File: src/rtl/riego_pkg.sv
// ============================================================================
// Module : riego_pkg
// Brief  : Shared types, threshold table and quiet-hour constants for riego_ctrl
// Rev    : 1.0  initial release
// ============================================================================
`default_nettype none

package riego_pkg;

    typedef enum logic [1:0] {
        ST_IDLE  = 2'd0,
        ST_RIEGO = 2'd1,
        ST_PAUSA = 2'd2,
        ST_FALLA = 2'd3
    } estado_t;

    typedef struct packed {
        logic [11:0] bajo;
        logic [11:0] alto;
    } umbral_t;

    localparam logic [7:0] C_HORA_SILENCIO_INI = 8'h22;
    localparam logic [7:0] C_HORA_SILENCIO_FIN = 8'h06;
    localparam logic [7:0] C_HORA_MAX          = 8'h23;
    localparam logic [7:0] C_MINUTO_MAX        = 8'h59;

    // Unknown plant types fall back to the generic (type 1) thresholds.
    function automatic umbral_t umbral(input logic [3:0] tipo);
        umbral_t u;
        case (tipo)
            4'd0:    u = '{bajo: 12'h200, alto: 12'h400};
            4'd2:    u = '{bajo: 12'h800, alto: 12'hB00};
            4'd3:    u = '{bajo: 12'hA00, alto: 12'hD00};
            default: u = '{bajo: 12'h500, alto: 12'h800};
        endcase
        return u;
    endfunction

endpackage

`default_nettype wire

File: src/rtl/riego_ctrl_if.sv
// ============================================================================
// Module : riego_ctrl_if
// Brief  : Sample-in / pump-control-out bundle between decoder side and riego_ctrl
// Rev    : 1.0  initial release
// ============================================================================
`default_nettype none

interface riego_ctrl_if;
    logic        listo;
    logic [11:0] humedad;
    logic [15:0] hora;
    logic [3:0]  tipoPlanta;
    logic        MODbomba;
    logic        activarB;
    logic        alarma_req;
    logic [1:0]  estado;
    logic [2:0]  intentos;

    modport master (
        output listo, humedad, hora, tipoPlanta, MODbomba,
        input  activarB, alarma_req, estado, intentos
    );

    modport slave (
        input  listo, humedad, hora, tipoPlanta, MODbomba,
        output activarB, alarma_req, estado, intentos
    );
endinterface

`default_nettype wire

File: src/rtl/riego_ctrl_franja_silencio.sv
// ============================================================================
// Module : franja_silencio
// Brief  : Flags BCD HH:MM times that are malformed or inside the night window
// Rev    : 1.0  initial release
// ============================================================================
`default_nettype none

module franja_silencio
    import riego_pkg::*;
(
    input  wire logic [15:0] hora_i,
    output logic             silencio_o
);

    logic [7:0] w_hh;
    logic [7:0] w_mm;
    logic       w_bcd_ok;
    logic       w_valida;

    assign w_hh = hora_i[15:8];
    assign w_mm = hora_i[7:0];

    assign w_bcd_ok = (hora_i[15:12] <= 4'd9) && (hora_i[11:8] <= 4'd9) &&
                      (hora_i[7:4]   <= 4'd9) && (hora_i[3:0]  <= 4'd9);

    assign w_valida = w_bcd_ok && (w_hh <= C_HORA_MAX) && (w_mm <= C_MINUTO_MAX);

    // Once the digits are valid BCD, raw unsigned compares order hours correctly.
    assign silencio_o = !w_valida ||
                        (w_hh >= C_HORA_SILENCIO_INI) ||
                        (w_hh <  C_HORA_SILENCIO_FIN);

endmodule

`default_nettype wire

File: src/rtl/riego_ctrl.sv
// ============================================================================
// Module : riego_ctrl
// Brief  : Hysteresis watering controller with timed water/soak FSM and fault latch
// Rev    : 1.0  initial release
// ============================================================================
`default_nettype none

module riego_ctrl
    import riego_pkg::*;
#(
    parameter logic [31:0] T_RIEGO      = 32'd250_000_000,
    parameter logic [31:0] T_PAUSA      = 32'd500_000_000,
    parameter int unsigned MAX_INTENTOS = 3
) (
    input  wire logic   clk,
    input  wire logic   rst,
    riego_ctrl_if.slave bus
);

    logic        listo_q;
    logic        flanco_q;
    logic        nuevo_q;
    logic [11:0] humedad_q;
    logic [15:0] hora_q;
    logic [3:0]  tipo_q;

    estado_t     estado_q, estado_d;
    logic [31:0] timer_q, timer_d;
    logic [2:0]  intentos_q, intentos_d;
    logic        activarB_q;
    logic        alarma_q;

    logic        w_flanco;
    logic        w_silencio;
    logic        w_seco;
    logic        w_mojado;
    logic [2:0]  w_intentos_inc;
    logic [31:0] w_timer_inc;
    umbral_t     w_umbral;

    assign w_flanco = bus.listo && !listo_q;

    franja_silencio u_franja_silencio (
        .hora_i     (hora_q),
        .silencio_o (w_silencio)
    );

    assign w_umbral       = umbral(tipo_q);
    assign w_seco         = humedad_q <  w_umbral.bajo;
    assign w_mojado       = humedad_q >= w_umbral.alto;
    assign w_intentos_inc = intentos_q + 3'd1;
    assign w_timer_inc    = (timer_q == 32'hFFFF_FFFF) ? timer_q : timer_q + 32'd1;

    always_comb begin
        estado_d   = estado_q;
        timer_d    = w_timer_inc;
        intentos_d = intentos_q;
        case (estado_q)
            ST_IDLE: begin
                timer_d = 32'd0;
                if (nuevo_q && w_mojado) begin
                    intentos_d = 3'd0;
                end
                if (bus.MODbomba && nuevo_q && w_seco && !w_silencio) begin
                    estado_d = ST_RIEGO;
                end
            end
            ST_RIEGO: begin
                if (!bus.MODbomba) begin
                    estado_d = ST_IDLE;
                    timer_d  = 32'd0;
                end else if (timer_q >= T_RIEGO - 32'd1) begin
                    // Timeout wins over a sample arriving in the same cycle.
                    intentos_d = w_intentos_inc;
                    timer_d    = 32'd0;
                    estado_d   = (32'(w_intentos_inc) >= MAX_INTENTOS) ? ST_FALLA : ST_PAUSA;
                end else if (nuevo_q && w_mojado) begin
                    estado_d   = ST_IDLE;
                    intentos_d = 3'd0;
                    timer_d    = 32'd0;
                end else if (nuevo_q && w_silencio) begin
                    estado_d = ST_IDLE;
                    timer_d  = 32'd0;
                end
            end
            ST_PAUSA: begin
                if (!bus.MODbomba || (timer_q >= T_PAUSA - 32'd1)) begin
                    estado_d = ST_IDLE;
                    timer_d  = 32'd0;
                end
            end
            default: begin
                timer_d = timer_q;
            end
        endcase
    end

    // nuevo trails the captured sample by one cycle so the FSM always sees
    // settled thresholds and quiet-window decode for that sample.
    always_ff @(posedge clk) begin
        if (rst) begin
            listo_q    <= 1'b0;
            flanco_q   <= 1'b0;
            nuevo_q    <= 1'b0;
            humedad_q  <= 12'd0;
            hora_q     <= 16'd0;
            tipo_q     <= 4'd0;
            estado_q   <= ST_IDLE;
            timer_q    <= 32'd0;
            intentos_q <= 3'd0;
            activarB_q <= 1'b0;
            alarma_q   <= 1'b0;
        end else begin
            listo_q  <= bus.listo;
            flanco_q <= w_flanco;
            nuevo_q  <= flanco_q;
            if (w_flanco) begin
                humedad_q <= bus.humedad;
                hora_q    <= bus.hora;
                tipo_q    <= bus.tipoPlanta;
            end
            estado_q   <= estado_d;
            timer_q    <= timer_d;
            intentos_q <= intentos_d;
            activarB_q <= (estado_d == ST_RIEGO) && bus.MODbomba;
            alarma_q   <= (estado_d == ST_FALLA);
        end
    end

    assign bus.activarB   = activarB_q;
    assign bus.alarma_req = alarma_q;
    assign bus.estado     = estado_q;
    assign bus.intentos   = intentos_q;

endmodule

`default_nettype wire

File: src/flat_wrapper.sv
// flat-port wrapper written by rule: the top's interface ports become plain ports
module riego_ctrl_flat import riego_pkg::*;
#(
    parameter logic [31:0] T_RIEGO      = 32'd250_000_000,
    parameter logic [31:0] T_PAUSA      = 32'd500_000_000,
    parameter int unsigned MAX_INTENTOS = 3
)
  (clk, rst, bus_listo, bus_humedad, bus_hora, bus_tipoPlanta, bus_MODbomba, bus_activarB, bus_alarma_req, bus_estado, bus_intentos);
  riego_ctrl_if bus_i ();
  input  wire logic clk;
  input  wire logic rst;
  input wire logic [$bits(bus_i.listo)-1:0] bus_listo;
  input wire logic [$bits(bus_i.humedad)-1:0] bus_humedad;
  input wire logic [$bits(bus_i.hora)-1:0] bus_hora;
  input wire logic [$bits(bus_i.tipoPlanta)-1:0] bus_tipoPlanta;
  input wire logic [$bits(bus_i.MODbomba)-1:0] bus_MODbomba;
  output wire logic [$bits(bus_i.activarB)-1:0] bus_activarB;
  output wire logic [$bits(bus_i.alarma_req)-1:0] bus_alarma_req;
  output wire logic [$bits(bus_i.estado)-1:0] bus_estado;
  output wire logic [$bits(bus_i.intentos)-1:0] bus_intentos;
  assign bus_i.listo = bus_listo;
  assign bus_i.humedad = bus_humedad;
  assign bus_i.hora = bus_hora;
  assign bus_i.tipoPlanta = bus_tipoPlanta;
  assign bus_i.MODbomba = bus_MODbomba;
  assign bus_activarB = bus_i.activarB;
  assign bus_alarma_req = bus_i.alarma_req;
  assign bus_estado = bus_i.estado;
  assign bus_intentos = bus_i.intentos;
  riego_ctrl #(.T_RIEGO(T_RIEGO), .T_PAUSA(T_PAUSA), .MAX_INTENTOS(MAX_INTENTOS)) u_core (.clk(clk), .rst(rst), .bus(bus_i));
endmodule
File: config.mk
export PLATFORM = sky130hd
export DESIGN_NAME = riego_ctrl_flat
export DESIGN_NICKNAME = d
export VERILOG_FILES = /design/src/rtl/riego_pkg.sv /design/src/rtl/riego_ctrl_if.sv /design/src/rtl/riego_ctrl_franja_silencio.sv /design/src/rtl/riego_ctrl.sv /design/src/flat_wrapper.sv
export SDC_FILE = /design/constraint.sdc
export NUM_CORES = 1
export LEC_CHECK = 0
export CORE_UTILIZATION = 56
export DETAILED_ROUTE_END_ITERATION = 6
export GPL_TIMING_DRIVEN = 0
export PLACE_DENSITY_LB_ADDON = 0.05
export SLEW_MARGIN = 10
export SYNTH_ARGS = -nofsm -noshare
export SYNTH_HDL_FRONTEND = slang
export SYNTH_HIERARCHICAL = 1
export SYNTH_SLANG_ARGS = --single-unit
File: constraint.sdc
create_clock -name clk -period 3.61 [get_ports clk]
set_input_delay 0.722 -clock clk [delete_from_list [all_inputs] [get_ports clk]]
set_output_delay 0.722 -clock clk [all_outputs]
set_load 0.02 [all_outputs]
# ---- Word level (Yosys, flattened, before mapping)
# Cells that the tools add are included.
# W data, S select, Z words.
dict set report classes {
  n_mux 20
  div 0
  n_reduce_logical 24
  n_eq_ne 8
  n_lt_le_gt_ge 13
  addsub 2
  n_bitwise 0
  mul 0
  n_shift 0
}
# cell count
set ops {}
lappend ops {{$mux W32} 6}
lappend ops {{$pmux W32 S3} 1}
lappend ops {{$pmux W24 S3} 1}
lappend ops {{$add A32 B1 Y32 const B} 1}
lappend ops {{$eq A32 B32 Y1 const B} 1}
lappend ops {{$ge A32 B28 Y1 const B} 1}
lappend ops {{$ge A32 B29 Y1 const B} 1}
lappend ops {{$le A4 B4 Y1 const B} 4}
lappend ops {{$ge A12 B12 Y1} 1}
lappend ops {{$logic_and A1 B1 Y1} 12}
lappend ops {{$lt A12 B12 Y1} 1}
lappend ops {{$mux W2} 6}
lappend ops {{$mux W3} 3}
lappend ops {{$eq A4 B2 Y1 const B} 2}
lappend ops {{$ge A8 B6 Y1 const B} 1}
lappend ops {{$le A8 B6 Y1 const B} 1}
lappend ops {{$le A8 B7 Y1 const B} 1}
lappend ops {{$lt A8 B3 Y1 const B} 1}
lappend ops {{$pmux W2 S3} 1}
lappend ops {{$pmux W3 S2} 1}
lappend ops {{$eq A2 B1 Y1 const B} 2}
lappend ops {{$eq A2 B2 Y1 const B} 2}
lappend ops {{$logic_not A1 Y1} 4}
lappend ops {{$logic_not A4 Y1} 1}
lappend ops {{other kinds (9)} 11}
dict set report word_totals {
  word_cells 78
  latchBits 0
  mem_bits_ro 0
  n_memories 0
  register_bits 74
  ram_bits 0
}

# ---- Longest topological paths before layout
dict set report logic_depth {
  depth_word 17
  ltp_mapped 13
  depth_no_buf 13
}

# ---- Hierarchy
# Netlist, hierarchy kept.
# module cells_per_inst seq_area_each_um2 instances area_per_inst_um2
set modules_own_cells {}
lappend modules_own_cells {riego_ctrl 464 1481.4 1 3717.3}
lappend modules_own_cells {franja_silencio 8 0.0 1 55.1}

# ---- Worst setup path before layout
# No wires, ideal clock.
dict set report synth_path {
  path_kind {flip-flop to flip-flop}
  startpoint {reg u_core.hora_q[12]}
  endpoint {reg u_core.activarB_q (netlist: u_core/bus.activarB)}
  stages_incl_launch_ff 12
  required_time_ps 3551
  t_arrival_ps 2576
  slack_ps 975
  setup_time_ps 59
  path_cell_list {dfxtp_1 or4_1 a2111oi_0 nand4_1 or4bb_1 nor2_1 o21ai_0 o21ai_0 a221oi_1 o21a_1 inv_1 and3_1}
}
dict set report synth_via {
  elab_chain_cells 17
}
# element line
set synth_rtl {}
lappend synth_rtl {{start: declaration} riego_ctrl.sv:24} ;# logic [15:0] hora_q;
lappend synth_rtl {{start signal: assignment} riego_ctrl.sv:119} ;# hora_q <= bus.hora;
lappend synth_rtl {{$le A4 B4 Y1} riego_ctrl_franja_silencio.sv:23} ;# assign w_bcd_ok = (hora_i[15:12] <= 4'd9) && (hora_i[11:8] <= 4'd9) &&
lappend synth_rtl {{$logic_and A1 B1 Y1 (2 in series)} riego_ctrl_franja_silencio.sv:23}
lappend synth_rtl {{$logic_and A1 B1 Y1} riego_ctrl_franja_silencio.sv:24} ;# (hora_i[7:4] <= 4'd9) && (hora_i[3:0] <= 4'd9);
lappend synth_rtl {{$logic_and A1 B1 Y1 (2 in series)} riego_ctrl_franja_silencio.sv:26} ;# assign w_valida = w_bcd_ok && (w_hh <= C_HORA_MAX) && (w_mm <= C_MINUTO_MAX);
lappend synth_rtl {{$logic_not A1 Y1} riego_ctrl_franja_silencio.sv:29} ;# assign silencio_o = !w_valida ||
lappend synth_rtl {{$logic_or A1 B1 Y1} riego_ctrl_franja_silencio.sv:29}
lappend synth_rtl {{$logic_or A1 B1 Y1 (*)} riego_ctrl_franja_silencio.sv:30} ;# (w_hh >= C_HORA_SILENCIO_INI) ||
lappend synth_rtl {{net u_core.w_silencio} riego_ctrl.sv:34} ;# logic w_silencio;
lappend synth_rtl {{$logic_and A1 B1 Y1} riego_ctrl.sv:81} ;# end else if (nuevo_q && w_silencio) begin
lappend synth_rtl {{$mux W2} riego_ctrl.sv:81}
lappend synth_rtl {{$mux W2} riego_ctrl.sv:77} ;# end else if (nuevo_q && w_mojado) begin
lappend synth_rtl {{$mux W2} riego_ctrl.sv:72} ;# end else if (timer_q >= T_RIEGO - 32'd1) begin
lappend synth_rtl {{$mux W2} riego_ctrl.sv:69} ;# if (!bus.MODbomba) begin
lappend synth_rtl {{$pmux W2 S3 (*)} riego_ctrl.sv:58} ;# case (estado_q)
lappend synth_rtl {{$eq A2 B1 Y1 (*)} riego_ctrl.sv:125} ;# activarB_q <= (estado_d == ST_RIEGO) && bus.MODbomba;
lappend synth_rtl {{$logic_and A1 B1 Y1 (*)} riego_ctrl.sv:125}
lappend synth_rtl {{end signal: assignment} riego_ctrl.sv:125}
lappend synth_rtl {{end: declaration} riego_ctrl.sv:30} ;# logic activarB_q;
# Mark *: on every way through the listed nets, which the timed path passes. The rest lies on a longest branch.
# A chain may end at the register's enable or synchronous reset.

# ---- Worst setup path after layout
dict set report layout_path {
  startpoint {reg u_core.hora_q[9]}
  endpoint {reg u_core.activarB_q (netlist: u_core/bus.activarB)}
}
# Same word-level chain as after synthesis.

==> impl_summary.md <==
Outcome
The run finished with clean final reports.

Critical path
The count of cells along the worst register-to-register path is 11. STA classifies the critical path startpoint as a register. In this run the critical register-to-register path is launched from u_core/hora_q[9]. The setup check on the worst reg-to-reg path leaves a slack of 0.52 ns. The type of the worst setup path is register to register. The required time at the endpoint of the critical path is 3.90 ns.

The endpoint class of the critical path is a register. The endpoint of the most critical register-to-register path is u_core/bus.activarB. Data arrives at the worst endpoint at 3.38 ns.

Tracing the worst setup path back leads to its startpoint at u_core/hora_q[9]. Following the worst setup path forward leads to its endpoint at u_core/bus.activarB. The peak fanout along the critical path is 4.

GRT
The number of global-route vias before repair is 3156. The combined global-route utilization of all metal layers is 25.7%. The met2 track demand over resource is 45.0%. The most used routing layer is met2. The met1 capacity usage during global routing is 30.7%. The global-route wire length before repair is 14400 um. The maximum number of pins on one net before global-route repair is 13. The aggregate global routing overflow is 0. The number of antenna violations at the first check in global routing is 0. The met3 routing resource usage after global routing is 3.98%.

Clock network
The longest clock path from root to sink contains 2 buffers. The clock net sink count is 71. The H-tree generated during clock tree synthesis spans 3 levels. The clock reaches the later pin of the worst-skew pair after 0.35 ns. The clock edge transition at the registers on the reported setup and hold paths is 0.07 ns. The root buffer cell chosen for the clock tree is clkbuf_8. Hold repair after CTS inserted 0 buffers.

The TritonCTS clock tree is built. Post-CTS repair changed the size of 0 cells. Buffers added to address setup during post-CTS repair amount to 0. Clock tree synthesis inserted a total of 9 buffers.

Power and ir drop
The share of power burned in the clock network is 39.3%. Per report_power, the sequential group accounts for 52.4% of the total. Summed over all nets, the switching power comes to 372 uW. The analysis attributes to cell leakage a power of 0.00162 uW. Internal power comes to 1190 uW.

The switching portion of total power is 23.9%. The portion of total power attributed to combinational logic is 8.3%. The power per standard cell area is 359 nW/um^2. The maximum resistive drop on vdd is 223 uV.

Placed design
The worst setup slack before clock tree synthesis is 0.622 ns. After legalization and detailed placement, the total HPWL measured 6220 um. The count of buffers added on input and output ports is 38. The final weighted congestion in routability-driven placement is 0.882.

Cells and area
0 antenna diodes ended up in the layout. Cells fill 68.4% of the core in the end. The share of layout cells above drive strength 1 is 5.25%. Leaving out fill and tap cells, the most frequent cells in the layout are 90 x nand2_1, 71 x dfxtp_1, 43 x a21oi_1. For this run, the post-layout net count is 560. The most frequent standard cell in the layout excluding fill and tap cells is nand2_1. The area growth from synthesis to layout is 18.1%.

Floorplanning
After floorplanning, the core was divided into 29 placement rows. Measured along the x axis, the die boundary spans 83.0 um. The height of the die is 83.0 um. After floorplanning, the core was sized to cover 6350 um^2. The die outline area is 6890 um^2. The initial cell density of the core is 57.9%. 43 I/O pins were placed.

Timing
The number of failing setup endpoints in the final timing report is 0. Setup repair after global routing left no endpoint under its margin. For the final routed database, the setup TNS stands at 0 ns. The max-slew violation count was 0.

The number of endpoints with negative hold slack in the final report is 0. Headroom to the max-slew limit came out at 56.7%. For the pin with the worst max-slew slack, the measured transition is 0.639 ns. Across all setup checks in the final design, the least slack found is 0.519 ns. The maximum operating frequency is 0.323 GHz. Of the available clock period, the critical path in the final layout requires 85.6%. Between clock sinks in the finished design, the worst skew comes to 0.0127 ns. The clock period could shrink to 3.09 ns.

Route
The number of antenna-violating nets in the routed design is 0. Before antenna repair, the detailed router went through 5 iterations. In the routed design, unresolved DRC markers number 0. The detailed router's first-iteration violation count is 192. The total length of routed wires is 8630 um. The detailed router placed 3484 vias in this run. The wire length per cell is 14.6 um. The detail-routed via count per cell is 5.90.

Min path
The startpoint of the most critical hold path is u_core/listo_q. The worst hold path belongs to the class register to register.

Yosys
The number of warnings reported in the yosys synthesis log is 6. The mapped cell area is 3670 um^2. In the synthesized netlist, the number of instances is 460. The post-synthesis net count is 511.

The average size of a mapped cell is 7.99 um^2.

Job
Across the run, the number of max-cap violations was 0.
[power groups by stage]
stage	clock network, uW	registers [uW]	logic, uW
2_1_floorplan	0	831	73.1
3_3_place_gp	0	834	124
3_5_place_dp	0	835	129
4_1_cts	624	816	129
5_1_grt	659	819	147
6_report	613	817	129
[metal layers]
metal	part of all wire, %	vias to the layer above	wire, um
met3	3.3	18	288
li1	-	1760	-
met2	49	81	4240
met1	45	1625	3870
met4	2.7	0	231
met5	0	-	0
[critical path, stage by stage, from the launching register on]
cell       delay (ns)
dfxtp_1          0.33
or4_1            0.49
a2111oi_0        0.54
nand4_1          0.24
or4bb_1          0.56
nor2_1           0.09
o21ai_0          0.08
o21ai_0          0.13
a221oi_1         0.15
o21a_1           0.22
inv_1            0.06
and3_1           0.14
[registers in the layout, indices dropped and copies added, names as in the netlist]
name,cells
u_core/humedad_q,12
u_core/flanco_q,1
u_core/bus.estado,2
u_core/nuevo_q,1
u_core/hora_q,13
u_core/tipo_q,4
u_core/timer_q,32
u_core/bus.activarB,1
u_core/bus.intentos,3
u_core/listo_q,1
u_core/bus.alarma_req,1
[through the flow]
stage,hold WS [ns],total power [uW],std cells,cell area [um^2]
after floorplan,0.406,904,460,3670
after global placement,0.423,958,575,4150
after detailed placement,0.428,963,575,4150
after CTS,0.446,1570,591,4340
after global routing,0.469,1620,591,4340
final,0.443,1560,591,4340
[area by class of cell]
type | count | area [um^2]
Buffer | 23 | 97.6
Clock inverter | 6 | 61.3
Clock buffer | 10 | 128
Sequential cell | 71 | 1420
Tap cell | 77 | 96.3
Inverter | 13 | 48.8
Fill cell | 550 | 2010
Timing Repair Buffer | 38 | 380
Multi-Input combinational cell | 353 | 2110
[worst min-delay path by stage]
stage	endpoint	depth (start not counted)
after floorplan	u_core/flanco_q	1
after global placement	u_core/flanco_q	1
after detailed placement	u_core/flanco_q	1
after CTS	u_core/nuevo_q	1
after global routing	u_core/hora_q[2]	2
final	u_core/flanco_q	1
(Power assumes the default switching activity.)
